**src/rtl/adder_accum_seq_pkg.sv**
```systemverilog
// Shared definitions for the sequential accumulator.
// FSM state encoding and default widths.
package adder_accum_seq_pkg;

  localparam int unsigned N_DEF = 4;
  localparam int unsigned E_DEF = 4;
  localparam int unsigned L_DEF = 4;

  typedef enum logic [1:0] {
    ST_IDLE = 2'b00,
    ST_ACC  = 2'b01,
    ST_DONE = 2'b10
  } state_e;

endpackage

```
**src/rtl/adder_accum_seq_add_cout_n.sv**
```systemverilog
// Parameterized W-bit adder with carry-out.
// Used as the accumulator datapath adder.
module add_cout_n #(
  parameter int W = 8
) (
  input  logic [W-1:0] a_i,
  input  logic [W-1:0] b_i,
  output logic [W-1:0] sum_o,
  output logic         cout_o
);

  assign {cout_o, sum_o} = {1'b0, a_i} + {1'b0, b_i};

endmodule

```
**src/rtl/adder_accum_seq.sv**
```systemverilog
// Sequential accumulator: sums a framed job of N-bit operands.
// Optional saturation on overflow: ADDER_ACCUM_SATURATE_EN.
module adder_accum_seq
  import adder_accum_seq_pkg::*;
#(
  parameter int N = N_DEF,
  parameter int E = E_DEF,
  parameter int L = L_DEF
) (
  input  logic           clk,
  input  logic           reset,
  input  logic           start,
  input  logic [L-1:0]   len,
  input  logic           din_valid,
  input  logic [N-1:0]   din,
  output logic           din_ready,
  output logic           busy,
  output logic           done_tick,
  output logic [N+E-1:0] acc,
  output logic           ovf
);

  localparam int W = N + E;
  localparam logic [L-1:0] CNT_ONE = L'(1);

  state_e         state_q;
  logic [W-1:0]   acc_q;
  logic [W-1:0]   acc_d;
  logic           ovf_q;
  logic [L-1:0]   cnt_q;
  logic           done_q;
  logic           busy_q;
  logic           rdy_q;
  logic [W-1:0]   sum;
  logic           cout;

  add_cout_n #(.W(W)) u_add (
    .a_i   (acc_q),
    .b_i   ({{E{1'b0}}, din}),
    .sum_o (sum),
    .cout_o(cout)
  );

  // Value the accumulator takes when an operand is accepted.
  always_comb begin
    acc_d = sum;
`ifdef ADDER_ACCUM_SATURATE_EN
    if (cout) acc_d = '1;
`endif
  end

  // Job-framing FSM with registered handshake/status outputs.
  always_ff @(posedge clk or posedge reset) begin
    if (reset) begin
      state_q <= ST_IDLE;
      acc_q   <= '0;
      ovf_q   <= 1'b0;
      cnt_q   <= '0;
      done_q  <= 1'b0;
      busy_q  <= 1'b0;
      rdy_q   <= 1'b0;
    end else begin
      done_q <= 1'b0;
      unique case (state_q)
        ST_IDLE: begin
          if (start) begin
            acc_q  <= '0;
            ovf_q  <= 1'b0;
            busy_q <= 1'b1;
            if (len != '0) begin
              cnt_q   <= len;
              rdy_q   <= 1'b1;
              state_q <= ST_ACC;
            end else begin
              done_q  <= 1'b1;
              state_q <= ST_DONE;
            end
          end
        end
        ST_ACC: begin
          if (din_valid) begin
            acc_q <= acc_d;
            ovf_q <= ovf_q | cout;
            cnt_q <= cnt_q - CNT_ONE;
            if (cnt_q == CNT_ONE) begin
              rdy_q   <= 1'b0;
              done_q  <= 1'b1;
              state_q <= ST_DONE;
            end
          end
        end
        ST_DONE: begin
          busy_q  <= 1'b0;
          state_q <= ST_IDLE;
        end
        default: begin
          busy_q  <= 1'b0;
          rdy_q   <= 1'b0;
          state_q <= ST_IDLE;
        end
      endcase
    end
  end

  assign din_ready = rdy_q;
  assign busy      = busy_q;
  assign done_tick = done_q;
  assign acc       = acc_q;
  assign ovf       = ovf_q;

endmodule
```
**config.mk**
```make
export PLATFORM = sky130hd
export DESIGN_NAME = adder_accum_seq
export DESIGN_NICKNAME = d
export VERILOG_FILES = /design/src/rtl/adder_accum_seq_pkg.sv /design/src/rtl/adder_accum_seq_add_cout_n.sv /design/src/rtl/adder_accum_seq.sv
export SDC_FILE = /design/constraint.sdc
export NUM_CORES = 1
export LEC_CHECK = 0
export BUFFER_PORTS_ARGS = -buffer_cell sky130_fd_sc_hd__buf_2
export CORE_ASPECT_RATIO = 0.75
export CORE_MARGIN = 2
export CORE_UTILIZATION = 46
export CTS_CLUSTER_SIZE = 14
export DETAILED_ROUTE_END_ITERATION = 6
export PLACE_DENSITY_LB_ADDON = 0.3
export SLEW_MARGIN = 30
export SYNTH_ARGS = -nofsm -noshare
export SYNTH_HDL_FRONTEND = slang
export SYNTH_HIERARCHICAL = 1
export SYNTH_SLANG_ARGS = --single-unit
export TNS_END_PERCENT = 20
```
**constraint.sdc**
```tcl
create_clock -name clk -period 3.7 [get_ports clk]
set_clock_uncertainty 0.1 [all_clocks]
set_input_delay 0 -clock clk [delete_from_list [all_inputs] [get_ports clk]]
set_output_delay 0 -clock clk [all_outputs]
set_load 0.1 [all_outputs]
```
After elaboration in Yosys (flattened, before gate mapping)
Index checks and enable logic that the tools add are counted.
Cells by class
  bitwise operators: 3
  divide/modulo/power cells: 0
  eq/ne operators: 7
  reductions and logical operators: 8
  magnitude comparators: 0
  shift operators: 0
  mux-type cells: 27
  multipliers: 0
  add/sub/neg operators: 2
Operators by type and width (number)
  $mux W8: 2
  $pmux W8 S2: 1
  $mux W4: 3
  $mux W1: 11
  $add A8 B4 Y9: 1
  $mux W2: 4
  $ne A2 B2 Y1 const B: 4
  $pmux W4 S2: 1
  $pmux W1 S2: 3
  $reduce_and A3 Y1: 2
  $reduce_and A5 Y1: 1
  $eq A4 B1 Y1 const B: 1
  $pmux W2 S2: 1
  $reduce_and A4 Y1: 1
  $reduce_bool A4 Y1: 1
  $sub A4 B1 Y4 const B: 1
  $pmux W1 S3: 1
  $eq A2 B1 Y1 const B: 1
  $eq A2 B2 Y1 const B: 1
  $logic_not A2 Y1: 1
  $not A1 Y1: 2
  $reduce_and A2 Y1: 1
  $reduce_bool A2 Y1: 1
  $or A1 B1 Y1: 1
Word-level totals
  ROM bits: 0
  bits in latches: 0
  output and inout port bits: 12
  word-level logic and storage cells: 54
  memory bits (writable): 0
  memories: 0
  bits of input ports: 12
  register bits after elaboration: 18

Depth between registers and ports, before layout
Gate-level depths: netlist of the first run.
  word-level depth: 4
  depth in mapped cells: 8
  depth with buffers taken out: 8

Modules after synthesis
The synthesis of the first run kept the hierarchy.
By module, submodules not included
  adder_accum_seq: area each 903.4 um^2, sequential area each 450.4 um^2, times used 1, cells each 97
  add_cout_n: area each 324.1 um^2, sequential area each 0.0 um^2, times used 1, cells each 42

Worst setup path before layout of the first run
OpenSTA, ideal clock, no wires.
  path kind: reg2reg
  start: register acc_q[0], in the netlist acc[0]
  end: register ovf_q, in the netlist ovf
  library setup time: 0.124 ns
  setup slack: 1.275 ns
  path buffers: 0
  data required time: 3.476 ns
  stages on the path, launching flop included: 9
  clock period less this slack: 2.425 ns
  arrival: 2.201 ns
  cell sequence: dfrtp_1 -> ha_1 -> fa_1 -> a21oi_1 -> nor2_1 -> nor2_1 -> o21ai_0 -> a31oi_1 -> nor2_1
On the way
  longest elaborated chain between the ends: 4
Ends and longest elaborated chain
  from (decl): RTL line adder_accum_seq.sv:27  | logic [W-1:0] acc_q;
  from (signal assigned): RTL line adder_accum_seq.sv:56  | acc_q <= '0;
  from (signal assigned): RTL line adder_accum_seq.sv:67  | acc_q <= '0;
  from (signal assigned): RTL line adder_accum_seq.sv:82  | acc_q <= acc_d;
  $add A8 B4 Y9: RTL line adder_accum_seq_add_cout_n.sv:12  | assign {cout_o, sum_o} = {1'b0, a_i} + {1'b0, b_i};
  via cout: RTL line adder_accum_seq.sv:35  | logic cout;
  $or A1 B1 Y1: RTL line adder_accum_seq.sv:83  | ovf_q <= ovf_q | cout;
  $mux W1: RTL line adder_accum_seq.sv:81  | if (din_valid) begin
  $pmux W1 S2: RTL line adder_accum_seq.sv:64  | unique case (state_q)
  to (signal assigned): RTL line adder_accum_seq.sv:83
  to (decl): RTL line adder_accum_seq.sv:29  | logic ovf_q;
The timed path passes the listed nets, and every way through them passes these cells. The select of a mux whose other input is x is not followed.
A chain may end at the register's enable or synchronous reset.

Worst setup path after layout of the first run
  start: input len[0]
  end: register state_q[1]
On the way
  longest elaborated chain between the ends: 4
Ends and longest elaborated chain
  from (decl): RTL line adder_accum_seq.sv:13  | input logic [L-1:0] len,
  $reduce_bool A4 Y1: RTL line adder_accum_seq.sv:70  | if (len != '0) begin
  $mux W2: RTL line adder_accum_seq.sv:70
  $mux W2: RTL line adder_accum_seq.sv:66  | if (start) begin
  $pmux W2 S2: RTL line adder_accum_seq.sv:64
  to (signal assigned): RTL line adder_accum_seq.sv:73  | state_q <= ST_ACC;
  to (signal assigned): RTL line adder_accum_seq.sv:76  | state_q <= ST_DONE;
  to (signal assigned): RTL line adder_accum_seq.sv:88  | state_q <= ST_DONE;
  to (decl): RTL line adder_accum_seq.sv:26  | state_e state_q;
No other way between the ends. The select of a mux whose other input is x is not followed.

==> impl_metrics.toml, run 1 <==
[floorplan]
pin_count = 24
die-height_um = 48.74
dieArea_um2 = 3102
core_region_area_um2 = 2582
start_util_pct = 47.53
row_count = 16
die_width_um = 63.65

[yosys]
number_of_synthesized_flops_with_an_enable_pin = 0
synth.yosys.warnings = 6
synth_top_cell_area_share_pct = 36.70
yosys.area.top_type = "dfrtp_1"
syn-mean-instance-area_um2 = 8.830
synth_sequential_area_ratio_pct = 36.70
ys_top_cells_by_area = "dfrtp_1 37%, ha_1 10%, a21oi_1 6.5%, nand3_1 4.9%, inv_1 4.6%"
synth.distinct_cells = 38
synth.cell_area_um2 = 1227
async_flop_share_pct = 100.0
syn_inst = 139
synthFlopType = "dfrtp_1"
synth.cells.most_frequent = "18 x dfrtp_1, 16 x a21oi_1, 15 x inv_1"
synth.ff_latch_count = 18
synth.most_common_cell = "dfrtp_1"

[clocking]
cts_inserted_buffers = 3
cts_htree_levels = 1
clock_tree_buf_depth = 2
tritoncts = "yes"
number_of_gates_given_a_new_drive_strength_after_cts = 0
clock-sinks = 18
clk_root_buffer_cell = "clkbuf_4"
worst_skew_pair.late_latency_ps = 290
clkSlewWorstSetupHoldPaths_ps = 100

[detailed_routing]
route.detailed.drc = 0
total_number_of_vias = 1091
initialDrtViolationCount = 50
wl_per_cell_um = 12.03
ant_nets = 0
drt_first_pass_iters = 4
detail_route.vias_per_cell = 5.171
routed_wl_mm = 2.538

[grt]
grt_pass1_vias = 1010
grt_use_total_pct = 17.97
globalRouteMet1Util_pct = 23.70
grt.met2_usage_pct = 30.35
wire_length_of_the_first_global_routing_pass_mm = 4.381
globalRouteMet3Util_pct = 4.419
grt_antenna_before_repair = 0
grt.busiest_layer = "met2"
aggregate_global_routing_overflow = 0
maximum_number_of_pins_on_one_net_before_global_route_repair = 19

[placed_design]
place_area_um2 = 1373
final_gp_congestion = 0.8016
dp.final_hpwl_mm = 1.905
port_buffers = 23
pre_cts_slack_ps = 1619

[worst_setup_path]
timing.critical_path.cells = "dlygate4sd3_1 -> buf_2 -> nor4_4 -> dlygate4sd3_1 -> nand2_1 -> a21oi_1 -> dlygate4sd3_1"
cp_max_delay_cell = "dlygate4sd3_1"
critical-path-max-stage-delay_ps = 610
cp.buffers_inverters = 4
cp_max_fo = 3
critical_path.top_delay_family = "buffers and inverters"
critical-path-top-cell-by-count = "dlygate4sd3_1"
worst_ep_required_time_ps = 3830
end_kind = "flop"
worstSetupPathType = "primary input to flop"
worst_ep_arrival_time_ps = 2450
timing.critical_path.from_type = "primary input"

[sta]
setup_violations = 0
max_freq_ghz = 0.4319
worst_setup_margin_ps = 1385
finalSetupTns_ps = 0
timing.hold.ws_ps = 48.47
finalCriticalPeriod_ps = 2315
slew_headroom_pct = 52.29
worst_pin_slew_ps = 714.9
layout_worst_path_cycle_share_pct = 62.57
final_hold_viol_count = 0
max_slew_violation_count = 0
grt_setup_unrepaired = "false"

[layout]
antenna_cells = 0
num-fill-cells = 232
layout.area.seq_um2 = 450.4
postLayoutCellArea_um2 = 1509
post_route_cells_drive_above_1_share_pct = 18.29
multi_input_comb_area_um2 = 701.9
fin_nets = 199
layout-area-overhead-vs-synth_pct = 22.94

[min_path]
hold_path.class = "primary input to flop"

[outcome]
run_status = "finished, final reports clean"

[flow_run]
maxCapViolCount = 0
[logic make-up (layout without fill, tap and decap cells)]
kind of cell / Yosys count / in the layout / synth area share [%]
compound gates: 41 / 41 / 21.71
other cells: 1 / 4 / 0.3055
mux: 1 / 1 / 0.8155
buf+inv: 20 / 53 / 7.033
xor+xnor: 4 / 4 / 2.855
flops: 18 / 18 / 36.70
fa+ha+maj: 11 / 11 / 11.82
simple gates: 43 / 43 / 18.76
[cell usage in the layout, fill, tap and decap left out, types with 4 or more instances in the layout]
cell type and count:
o21ai_0 10, inv_1 15, buf_2 23, conb_1 4, dlygate4sd3_1 10, dfrtp_1 18, a21oi_1 16, nand2_1 8
ha_1 10, nand3_1 12, nor2_1 10
[state kept, by name (all words and copies together) (netlist names)]
name,count
done_tick,1
acc,8
ovf,1
din_ready,1
busy,1
cnt_q,4
state_q,2
[final cells by class]
class,count,area share [%]
clock buffers,4,2.405
well taps,36,2.985
repair buffers,33,14.26
multi-input cells,104,46.52
flip-flops and latches,18,29.85
inverters,16,3.980
[worst reg2reg max path: stages, from the launching register on]
cell	delay (ps)
dfrtp_1	420
ha_1	250
fa_1	420
a21oi_1	220
nor2_1	60
nor2_1	160
o21ai_0	120
a31oi_1	160
nor2_1	70
[timing repair]
action / 4_1_cts / 5_1_grt
hold endpoints to repair: 26 / 0
setup endpoints to repair: 0 / 0
setup buffers: 0 / 0
hold buffers: 10 / 0
[per-layer routing]
metal / vias up / share of wire (%)
met5: - / 0
met4: 0 / 0
met3: 0 / 4.4
met2: 32 / 47
met1: 503 / 49
li1: 556 / -
[through the flow]
step / cells / util, %
after global routing: 211 / 58.43
after global placement: 197 / 53.15
after CTS: 211 / 58.43
after detailed placement: 197 / 53.15
final: 211 / 58.43
after floorplan: 142 / -
[worst paths after layout]
path / start / endpoint / slack (ps) / depth (start not counted)
worst max-delay path: len[0] / state_q[1] / 1380 / 7
min in group asynchronous: reset / acc[2] / 250 / 3
max in group asynchronous: reset / acc[7] / 2800 / 3
worst max register to register: acc[0] / ovf / 1620 / 8
worst min register to register: busy / busy / 410 / 2
worst min-delay path: din[1] / acc[1] / 50 / 4
Power of run 1 is not shown: default switching activity piles up to over one toggle a cycle in this logic, so the estimate is an artifact.
==> run 2: changes to the inputs <==
clock period = 2 ns   (was 3.7 ns; I/O delays follow)
==> run 2 against run 1 <==
Sequential share of layout area decreased by 0.26 points. Wire length increased by 6.5%. Hold slack improved by 16 ps. Via count increased by 1.8%. Utilization increased by 2.8 points.
==> impl_metrics.toml, run 2 (synthesis results as in run 1) <==
[placed_design]
final_gp_congestion = 0.7865
pre_cts_slack_ps = 48.26
dp.final_hpwl_mm = 2.021
port_buffers = 23

[worst_setup_path]
worst_ep_required_time_ps = 2100
regToRegSetupSlack_ps = 60
cp_max_fo = 3
timing.critical_path.from_type = "flop"
worstSetupPathType = "flop to flop"
worst_ep_arrival_time_ps = 2040
end_kind = "flop"

[floorplan]
core_region_area_um2 = 2582
dieArea_um2 = 3102
die-height_um = 48.74
pin_count = 24
die_width_um = 63.65
row_count = 16
start_util_pct = 47.53

[clocking]
tritoncts = "yes"
worst_skew_pair.late_latency_ps = 300
clkSlewWorstSetupHoldPaths_ps = 110
cts_inserted_buffers = 3
clock-sinks = 18
cts_htree_levels = 1
post_cts.repair.setup_buffers = 0
clk_root_buffer_cell = "clkbuf_4"
clock_tree_buf_depth = 2

[grt]
grt_antenna_before_repair = 0
aggregate_global_routing_overflow = 0
grt_pass1_vias = 983
wire_length_of_the_first_global_routing_pass_mm = 4.464
grt_use_total_pct = 18.33
maximum_number_of_pins_on_one_net_before_global_route_repair = 19

[detailed_routing]
initialDrtViolationCount = 30
wl_per_cell_um = 12.69
drt_first_pass_iters = 4
route.detailed.drc = 0
total_number_of_vias = 1111
ant_nets = 0
detail_route.vias_per_cell = 5.216
routed_wl_mm = 2.704

[layout]
largest_reg_flops = 8
fin_nets = 201
antenna_cells = 0
layout_commonest_cell = "buf_2"
mostFrequentLayoutCells = "23 x buf_2, 15 x inv_1, 15 x a21oi_1"
layout-area-overhead-vs-synth_pct = 28.85
post_route_cells_drive_above_1_share_pct = 25.99

[sta]
max_freq_ghz = 0.5155
setup_violations = 0
finalSetupTns_ps = 0
max_slew_violation_count = 0
slew_headroom_pct = 52.86
worst_setup_margin_ps = 60.09
layout_worst_path_cycle_share_pct = 97.00
worst_pin_slew_ps = 706.3
timing.hold.ws_ps = 64.91
grt_setup_unrepaired = "true"
final_hold_viol_count = 0
finalCriticalPeriod_ps = 1940

[outcome]
run_status = "finished, final reports clean"

[flow_run]
maxCapViolCount = 0

[min_path]
hold_path.class = "primary input to flop"
==> run 2: final timing paths <==
path / from / to / cells after the start
max in group asynchronous: reset / acc[0] / 3
max: acc[0] / ovf / 8
max reg2reg: acc[0] / ovf / 8
min in group asynchronous: reset / cnt_q[2] / 3
min: din[1] / acc[1] / 4
min reg2reg: din_ready / din_ready / 1
==> run 2: cell type report <==
| class | instances | area (um^2) |
|---|---|---|
| multi-input cells | 104 | 752.0 |
| flip-flops and latches | 18 | 467.9 |
| inverters | 16 | 60.06 |
| well taps | 36 | 45.04 |
| repair buffers | 35 | 230.2 |
| fillers | 230 | 1001 |
| clock buffers | 4 | 26.28 |
==> run 2: critical path, stage by stage, from the launching register on <==
cell     delay (ps)
dfrtp_4         510
ha_4            170
fa_2            360
a21oi_2         160
nor2_1           60
nor2_1          170
o21ai_1          80
a31oi_1         170
nor2_1           60
==> run 2: layer usage <==
metal | up-vias | track usage [%] | share of wire, %
met3 | 2 | 5.116 | 5.8
met4 | 0 | 1.087 | 0.33
met5 | - | 0 | 0
met2 | 31 | 28.77 | 43
li1 | 565 | - | -
met1 | 513 | 26.57 | 51
==> run 2: metrics by stage <==
step	cell area, um^2	cells	util, %
global placement	1436	199	55.62
detailed placement	1436	199	55.62
finish	1582	213	61.24
floorplan	1287	142	-
global route	1582	213	61.24
CTS	1563	213	60.51
==> run 2: what timing repair did <==
action,4_1_cts,5_1_grt
endpoints found under the setup margin,0,3
hold buffers,10,0
endpoints found under the hold margin,26,0
resized for setup,0,5
Power of run 2 is left out for the same reason.
